<file path="config.mk">
export PLATFORM = sky130hd
export DESIGN_NAME = pulse_stats
export DESIGN_NICKNAME = d
export VERILOG_FILES = /design/src/rtl/pulse_stats_pkg.sv /design/src/rtl/pulse_end_detect.sv /design/src/rtl/pulse_stats.sv
export SDC_FILE = /design/constraint.sdc
export NUM_CORES = 1
export LEC_CHECK = 0
export CORE_ASPECT_RATIO = 1.25
export CORE_MARGIN = 2
export CORE_UTILIZATION = 41
export CTS_BUF_LIST = sky130_fd_sc_hd__clkbuf_4 sky130_fd_sc_hd__clkbuf_8 sky130_fd_sc_hd__clkbuf_16
export CTS_CLUSTER_SIZE = 40
export DETAILED_ROUTE_END_ITERATION = 12
export SETUP_SLACK_MARGIN = 0.15
export SLEW_MARGIN = 25
export SYNTH_ARGS = -nofsm -noshare
export SYNTH_HDL_FRONTEND = slang
export SYNTH_SLANG_ARGS = --single-unit
</file>
<file path="constraint.sdc">
create_clock -name clk -period 3.35 [get_ports clk]
set_clock_uncertainty 0.1 [all_clocks]
set_input_delay 1.005 -clock clk [delete_from_list [all_inputs] [get_ports clk]]
set_output_delay 1.005 -clock clk [all_outputs]
set_load 0.03 [all_outputs]
</file>
<file path="src/rtl/pulse_stats_pkg.sv">
// Shared types and constants for the pulse width statistics block.
package pulse_stats_pkg;

    typedef enum logic [0:0] {
        ST_COLLECT = 1'b0,
        ST_HOLD    = 1'b1
    } state_e;

    localparam logic [3:0] Q_ALL_HIGH = 4'hF;

endpackage

</file>
<file path="src/rtl/pulse_end_detect.sv">
// Flags the end of each all-ones run on q_i and strobes one cycle later,
// when the capture stage's width register holds that run's width.
module pulse_end_detect
    import pulse_stats_pkg::*;
(
    input  logic       clk,
    input  logic       rst,
    input  logic       en_i,
    input  logic [3:0] q_i,
    output logic       sample_stb_o
);

    logic hi_q;
    logic pend_q;
    logic end_evt;

    assign end_evt = hi_q & (q_i != Q_ALL_HIGH) & en_i;

    always_ff @(posedge clk) begin
        if (rst) begin
            hi_q   <= 1'b0;
            pend_q <= 1'b0;
        end else begin
            hi_q   <= (q_i == Q_ALL_HIGH);
            pend_q <= end_evt;
        end
    end

    assign sample_stb_o = pend_q;

endmodule

</file>
<file path="src/rtl/pulse_stats.sv">
// Windowed min/max/sum/average of captured pulse widths, presented through
// a valid/ready handshake. Samples arriving while results are held are counted.
//
// state      | meaning
// ST_COLLECT | accumulating samples, idx counts samples in the window
// ST_HOLD    | window results valid, waiting for stat_ready
module pulse_stats
    import pulse_stats_pkg::*;
#(
    parameter int WIDTH  = 8,
    parameter int LOG2_N = 3,
    parameter int DROP_W = 8
) (
    input  logic                    clk,
    input  logic                    rst,
    input  logic                    en,
    input  logic [3:0]              Q,
    input  logic [WIDTH-1:0]        f_count,
    output logic                    stat_valid,
    input  logic                    stat_ready,
    output logic [WIDTH-1:0]        stat_min,
    output logic [WIDTH-1:0]        stat_max,
    output logic [WIDTH+LOG2_N-1:0] stat_sum,
    output logic [WIDTH-1:0]        stat_avg,
    output logic [DROP_W-1:0]       dropped
);

    localparam int SUM_W = WIDTH + LOG2_N;
    localparam logic [LOG2_N-1:0] IDX_LAST = '1;

    logic sample_stb;

    state_e             state_q, state_d;
    logic [LOG2_N-1:0]  idx_q, idx_d;
    logic [WIDTH-1:0]   min_q, min_d;
    logic [WIDTH-1:0]   max_q, max_d;
    logic [SUM_W-1:0]   sum_q, sum_d;
    logic [WIDTH-1:0]   out_min_q, out_min_d;
    logic [WIDTH-1:0]   out_max_q, out_max_d;
    logic [SUM_W-1:0]   out_sum_q, out_sum_d;
    logic [WIDTH-1:0]   out_avg_q, out_avg_d;
    logic [DROP_W-1:0]  dropped_q, dropped_d;
    logic [SUM_W-1:0]   x_ext;

    pulse_end_detect u_end_detect (
        .clk          (clk),
        .rst          (rst),
        .en_i         (en),
        .q_i          (Q),
        .sample_stb_o (sample_stb)
    );

    assign x_ext = {{LOG2_N{1'b0}}, f_count};

    always_comb begin
        state_d   = state_q;
        idx_d     = idx_q;
        min_d     = min_q;
        max_d     = max_q;
        sum_d     = sum_q;
        out_min_d = out_min_q;
        out_max_d = out_max_q;
        out_sum_d = out_sum_q;
        out_avg_d = out_avg_q;
        dropped_d = dropped_q;
        case (state_q)
            ST_COLLECT: begin
                if (sample_stb) begin
                    if (idx_q == '0) begin
                        min_d = f_count;
                        max_d = f_count;
                        sum_d = x_ext;
                    end else begin
                        sum_d = sum_q + x_ext;
                        if (f_count < min_q) min_d = f_count;
                        if (f_count > max_q) max_d = f_count;
                    end
                    idx_d = idx_q + LOG2_N'(1);
                    // Last sample of the window publishes the updated totals.
                    if (idx_q == IDX_LAST) begin
                        out_min_d = min_d;
                        out_max_d = max_d;
                        out_sum_d = sum_d;
                        out_avg_d = sum_d[SUM_W-1:LOG2_N];
                        state_d   = ST_HOLD;
                    end
                end
            end
            ST_HOLD: begin
                if (sample_stb && (dropped_q != '1)) begin
                    dropped_d = dropped_q + DROP_W'(1);
                end
                if (stat_ready) begin
                    state_d = ST_COLLECT;
                    idx_d   = '0;
                end
            end
            default: state_d = ST_COLLECT;
        endcase
    end

    always_ff @(posedge clk) begin
        if (rst) begin
            state_q   <= ST_COLLECT;
            idx_q     <= '0;
            min_q     <= '0;
            max_q     <= '0;
            sum_q     <= '0;
            out_min_q <= '0;
            out_max_q <= '0;
            out_sum_q <= '0;
            out_avg_q <= '0;
            dropped_q <= '0;
        end else begin
            state_q   <= state_d;
            idx_q     <= idx_d;
            min_q     <= min_d;
            max_q     <= max_d;
            sum_q     <= sum_d;
            out_min_q <= out_min_d;
            out_max_q <= out_max_d;
            out_sum_q <= out_sum_d;
            out_avg_q <= out_avg_d;
            dropped_q <= dropped_d;
        end
    end

    assign stat_valid = (state_q == ST_HOLD);
    assign stat_min   = out_min_q;
    assign stat_max   = out_max_q;
    assign stat_sum   = out_sum_q;
    assign stat_avg   = out_avg_q;
    assign dropped    = dropped_q;

endmodule

</file>
# Yosys cells after proc, flatten, opt, wreduce, memory -nomap -nowiden
# Index checks and enable logic that the tools add are counted.
# Widths: inputs -> output; s select.
dict set report totals {
  inputBits 16
  ff_bits 76
  output_inout_bits 44
}
dict set report op_classes {
  n_addsub 3
  n_eq_ne 6
  n_reduce_logical 6
  bitwise 3
  n_mux 12
  order_cmp 2
}
# op n
set op_table {}
lappend op_table {{$mux 8} 4}
lappend op_table {{$add 11x8->11} 1}
lappend op_table {{$mux 11} 1}
lappend op_table {{$add 8x1->8 const B} 1}
lappend op_table {{$gt 8x8->1} 1}
lappend op_table {{$lt 8x8->1} 1}
lappend op_table {{$ne 8x8->1 const B} 1}
lappend op_table {{$mux 3} 2}
lappend op_table {{$pmux 3 s2} 1}
lappend op_table {{$reduce_and 2->1} 3}
lappend op_table {{$eq 4x4->1 const B} 1}
lappend op_table {{$ne 4x4->1 const B} 1}
lappend op_table {{$add 3x1->3 const B} 1}
lappend op_table {{$eq 3x3->1 const B} 1}
lappend op_table {{$logic_not 3->1} 1}
lappend op_table {{$mux 1} 3}
lappend op_table {{$reduce_and 3->1} 1}
lappend op_table {{$and 1x1->1} 2}
lappend op_table {{$ne 2x1->1 const B} 1}
lappend op_table {{$ne 2x2->1 const B} 1}
lappend op_table {{$pmux 1 s2} 1}
lappend op_table {{$logic_and 1x1->1} 1}
lappend op_table {{$not 1->1} 1}

# Longest topological paths before layout
dict set report depth {
  word_depth 4
  depth_mapped 10
  depth_no_buf 9
}

# By module
# From an unflattened synthesis, not the netlist that was laid out.
dict set report hier_totals {
  cells_unflattened 438
  hier_area_um2 3878.7
}
# mod cells_each seq_area_each_um2 instances area_each_um2
set by_module_without_submodules {}
lappend by_module_without_submodules {pulse_stats 433 1321.3 1 3818.7}
lappend by_module_without_submodules {pulse_end_detect 5 40.0 1 60.1}

# Worst setup path before layout
# No wires, ideal clock.
dict set report synth_timing {
  path_type {input port to flip-flop}
  from {input f_count[0]}
  to {register out_sum_q[10] (netlist: stat_sum[10])}
  path_buffers 0
  path_slack_ns 0.609
  setup_ns 0.070
  stages 9
  arrival_ns 2.571
  cell_sequence {ha_1 -> inv_1 -> fa_1 -> nor2b_1 -> o211ai_1 -> a211oi_1 -> xor2_1 -> nand3_1 -> a21oi_1}
}
dict set report synth_between {
  elab_chain_len 2
}
# element line_no
set synth_lines {}
lappend synth_lines {{start: declaration} pulse_stats.sv:18} ;# input logic [WIDTH-1:0] f_count,
lappend synth_lines {{$add 11x8->11} pulse_stats.sv:74} ;# sum_d = sum_q + x_ext;
lappend synth_lines {{$mux 11} pulse_stats.sv:69} ;# if (idx_q == '0) begin
lappend synth_lines {{end signal: assignment} pulse_stats.sv:122} ;# out_sum_q <= out_sum_d;
lappend synth_lines {{end: declaration} pulse_stats.sv:40} ;# logic [SUM_W-1:0] out_sum_q, out_sum_d;
# No other way between the ends.
# A chain may end at the register's enable or synchronous reset.

# Worst setup path after layout
dict set report layout_timing {
  from {input f_count[4]}
  to {register sum_q[7]}
}
dict set report layout_between {
  elab_chain_len 2
}
# element line_no
set layout_lines {}
lappend layout_lines {{$add 11x8->11} pulse_stats.sv:74}
lappend layout_lines {{$mux 11} pulse_stats.sv:69}
lappend layout_lines {{end signal: assignment} pulse_stats.sv:119} ;# sum_q <= sum_d;
lappend layout_lines {{end: declaration} pulse_stats.sv:37} ;# logic [SUM_W-1:0] sum_q, sum_d;
# No other way between the ends.

==> flow_summary.toml <==
[setup_path]
startpoint = "f_count[4]"
critPathLaunchType = "input pin"
worstPathRequired_ps = 3440
end_kind = "flop"
rr_startpoint = "min_q[2]$_SDFFE_PP0P_"
crit_fanout = 6
cp.arrival_ps = 3180
path_class = "in2reg"

[finish]
area_delta_synth_final_pct = 27.37
fin_util = 0.5356
final_cell_mix = "68 x dfxtp_1, 63 x nor2_1, 58 x clkdlybuf4s50_1"
diodes = 0
drive_above_1_share = 0.1141
fillerInstances = 878
final_common_cell = "dfxtp_1"
final_nets = 531
fin_cells = 611

[timing]
period_minus_slack_ps = 3084
setup_viol = 0
whs_ps = 379.7
slew_viol_final = 0
maxSlewHeadroom = 0.3409
period_share = 0.9207
fmax_mhz = 324.2
rsz0062_at_grt = "true"
tns_ps = 0
tightest_slew_ps = 988.7
hold_viol = 0

[global_route]
grt_usage = 0.1952
antenna_found_initial = 0
grt_pass1_vias = 3088
gr-total-overflow = 0
grt_max_degree = 56
grt_pass1_wl_um = 14480

[run]
maxCapViolCount = 0

[placed_design]
port_buffers = 59
post-dp-hpwl_um = 6227
routabilityCongestion = 0.8255
dp_cells = 595

[clock_network]
cts_made_buffers = 9
cts_buffer_depth = 2
h-tree-depth = 3
path_clk_slew_ps = 70
worstSkewPairLatency_ps = 360
cts.sinks = 68
cts_tree = "yes"
cts_root_buffer = "clkbuf_8"

[logic_synthesis]
synth.mux.area_fraction = 0.06052
syn-num-nets = 461
synthSimpleGateAreaFrac = 0.1854
syn_area_per_cell_um2 = 8.725
synth_cell_types = 51
synth_top_family_by_area = "simple AND/OR/NAND/NOR gates"
synth_xor_area_frac = 0.02889
synth_fa_ha_area_frac = 0.09835
synth_compound_area_frac = 0.1816
netlist_area_um2 = 3638
yosysSeqAreaShare = 0.3741
ys_warn_count = 0
synthCells = 417
ys_seq_elements = 68

[run_status]
status = "finished, final reports clean"

[route]
wl_per_cell_um = 14.16
route.detailed.vias_per_inst = 5.201
dr_wl_met3_um = 298
vias = 3178
route.met2.wl_um = 4287
wl_um = 8652
top_layer_used = "met4"
postRouteAntennaNets = 0
drc = 0
wl_met1_um = 3911
first_iter_violations = 106
dr.pass1.iters = 4

[die]
dieWidth_um = 88.26
start_util = 0.4205
die_area_um2 = 9649
io_pins = 60
fp.coreArea_um2 = 8653
die_h_um = 109.3
rows = 38

[power_and_ir_drop]
p_comb_frac = 0.081
p_int_uw = 1187
power.leakage_uw = 0.001791
p_sw_uw = 374.4
total_power_uw = 1562
peakVddDrop_mv = 0.2246
pwr-share-seq = 0.519
power_frac_clock = 0.400
power.density_nw_per_um2 = 336.9
p_sw_frac = 0.2397

[hold_path]
hp-start = "stat_sum[8]$_SDFFE_PP0P_"
hold_class = "reg2reg"
## synthesized netlist by cell type, drive strengths merged
cell type / count / area [um^2]
nor4b: 1 / 8.760
a21o: 1 / 7.510
a21oi: 17 / 96.35
buf: 17 / 120.1
fa: 1 / 20.02
o21a: 3 / 22.52
a311oi: 5 / 43.79
and2: 2 / 12.51
nor2: 64 / 242.7
nand4b: 9 / 78.83
o22ai: 1 / 12.51
o21ai: 22 / 113.9
dfxtp: 68 / 1361
o211a: 1 / 10.01
a22oi: 4 / 30.03
or3: 3 / 18.77
o31ai: 7 / 52.55
inv: 22 / 82.58
xor2: 7 / 61.31
mux2i: 22 / 220.2
and4: 1 / 8.760
clkbuf: 15 / 56.30
a2111o: 1 / 11.26
o211ai: 4 / 30.03
a21boi: 1 / 7.510
nor3: 6 / 30.03
and3: 2 / 12.51
nor2b: 6 / 37.54
nand3b: 1 / 7.510
and4b: 1 / 10.01
nand4: 6 / 43.79
or4: 1 / 7.510
o21bai: 1 / 7.510
nand2b: 4 / 32.53
nor4: 2 / 12.51
a211oi: 27 / 202.7
nand2: 20 / 75.07
a31oi: 2 / 12.51
nand3: 7 / 35.03
xnor2: 5 / 43.79
ha: 27 / 337.8
## registers in the layout (all words and copies together), names as in the netlist
name and count:
stat_sum 11, sum_q 11, dropped 8, max_q 8
min_q 8, stat_max 8, stat_min 8, idx_q 3
stat_valid 1, u_end_detect.hi_q 1, u_end_detect.sample_stb_o 1
## final cells by class
| cell class | count | area (um^2) | share of cell area |
|---|---|---|---|
| Multi-Input combinational cell | 295 | 2026 | 0.4371 |
| Clock buffer | 13 | 166.4 | 0.03591 |
| Sequential cell | 68 | 1361 | 0.2937 |
| Inverter | 22 | 82.58 | 0.01782 |
| Timing Repair Buffer | 91 | 838.3 | 0.1809 |
| Tap cell | 120 | 150.1 | 0.03240 |
| Clock inverter | 2 | 10.01 | 0.002160 |
## cell families (layout without fill, tap and decap cells)
logic type	Yosys count	after routing
flip-flops	68	68
buffers and inverters	54	128
AND/OR/NAND/NOR	136	136
XOR/XNOR	12	12
multiplexers	22	22
AO/OA/AOI/OAI	97	97
adder cells (fa/ha/maj)	28	28
## stage by stage
stage	cell area (um^2)	setup slack, ps
detailed placement	4446	-52.00
floorplan	3638	608.8
finish	4634	265.8
global placement	4446	-20.89
CTS	4622	312.2
global route	4634	109.1
## power by group through the flow
stage               combinational, uW  clock, uW  sequential [uW]
floorplan                        63.7          0              829
global placement                  126          0              829
detailed placement                127          0              829
CTS                               128        639              811
global route                      141        675              810
finish                            127        624              811
## layer usage
metal,up-vias,global-route usage
li1,1617,-
met1,1495,0.2353
met4,0,0.07576
met3,11,0.04730
met5,-,0
met2,55,0.3324
## critical path, cell delays in order
cell,delay [ps]
clkdlybuf4s50_1,570
ha_1,380
buf_4,130
nand3_1,60
o211ai_1,270
buf_4,170
a31oi_1,90
xnor2_1,140
mux2i_1,240
a211oi_1,120
## worst paths after layout
path,cells after the start,endpoint,slack [ps]
setup reg to reg,8,stat_min[3]$_SDFFE_PP0P_,1180
hold reg to reg,2,stat_sum[8]$_SDFFE_PP0P_,380
hold / removal,2,stat_sum[8]$_SDFFE_PP0P_,380
setup / recovery,10,sum_q[7]$_SDFFE_PP0P_,270
## what timing repair did
| action | CTS | global route |
|---|---|---|
| resized for setup | 0 | 1 |
| hold buffers | 0 | 0 |
| setup endpoints to repair | 0 | 3 |
| setup buffers | 0 | 1 |
(Power assumes the default switching activity.)
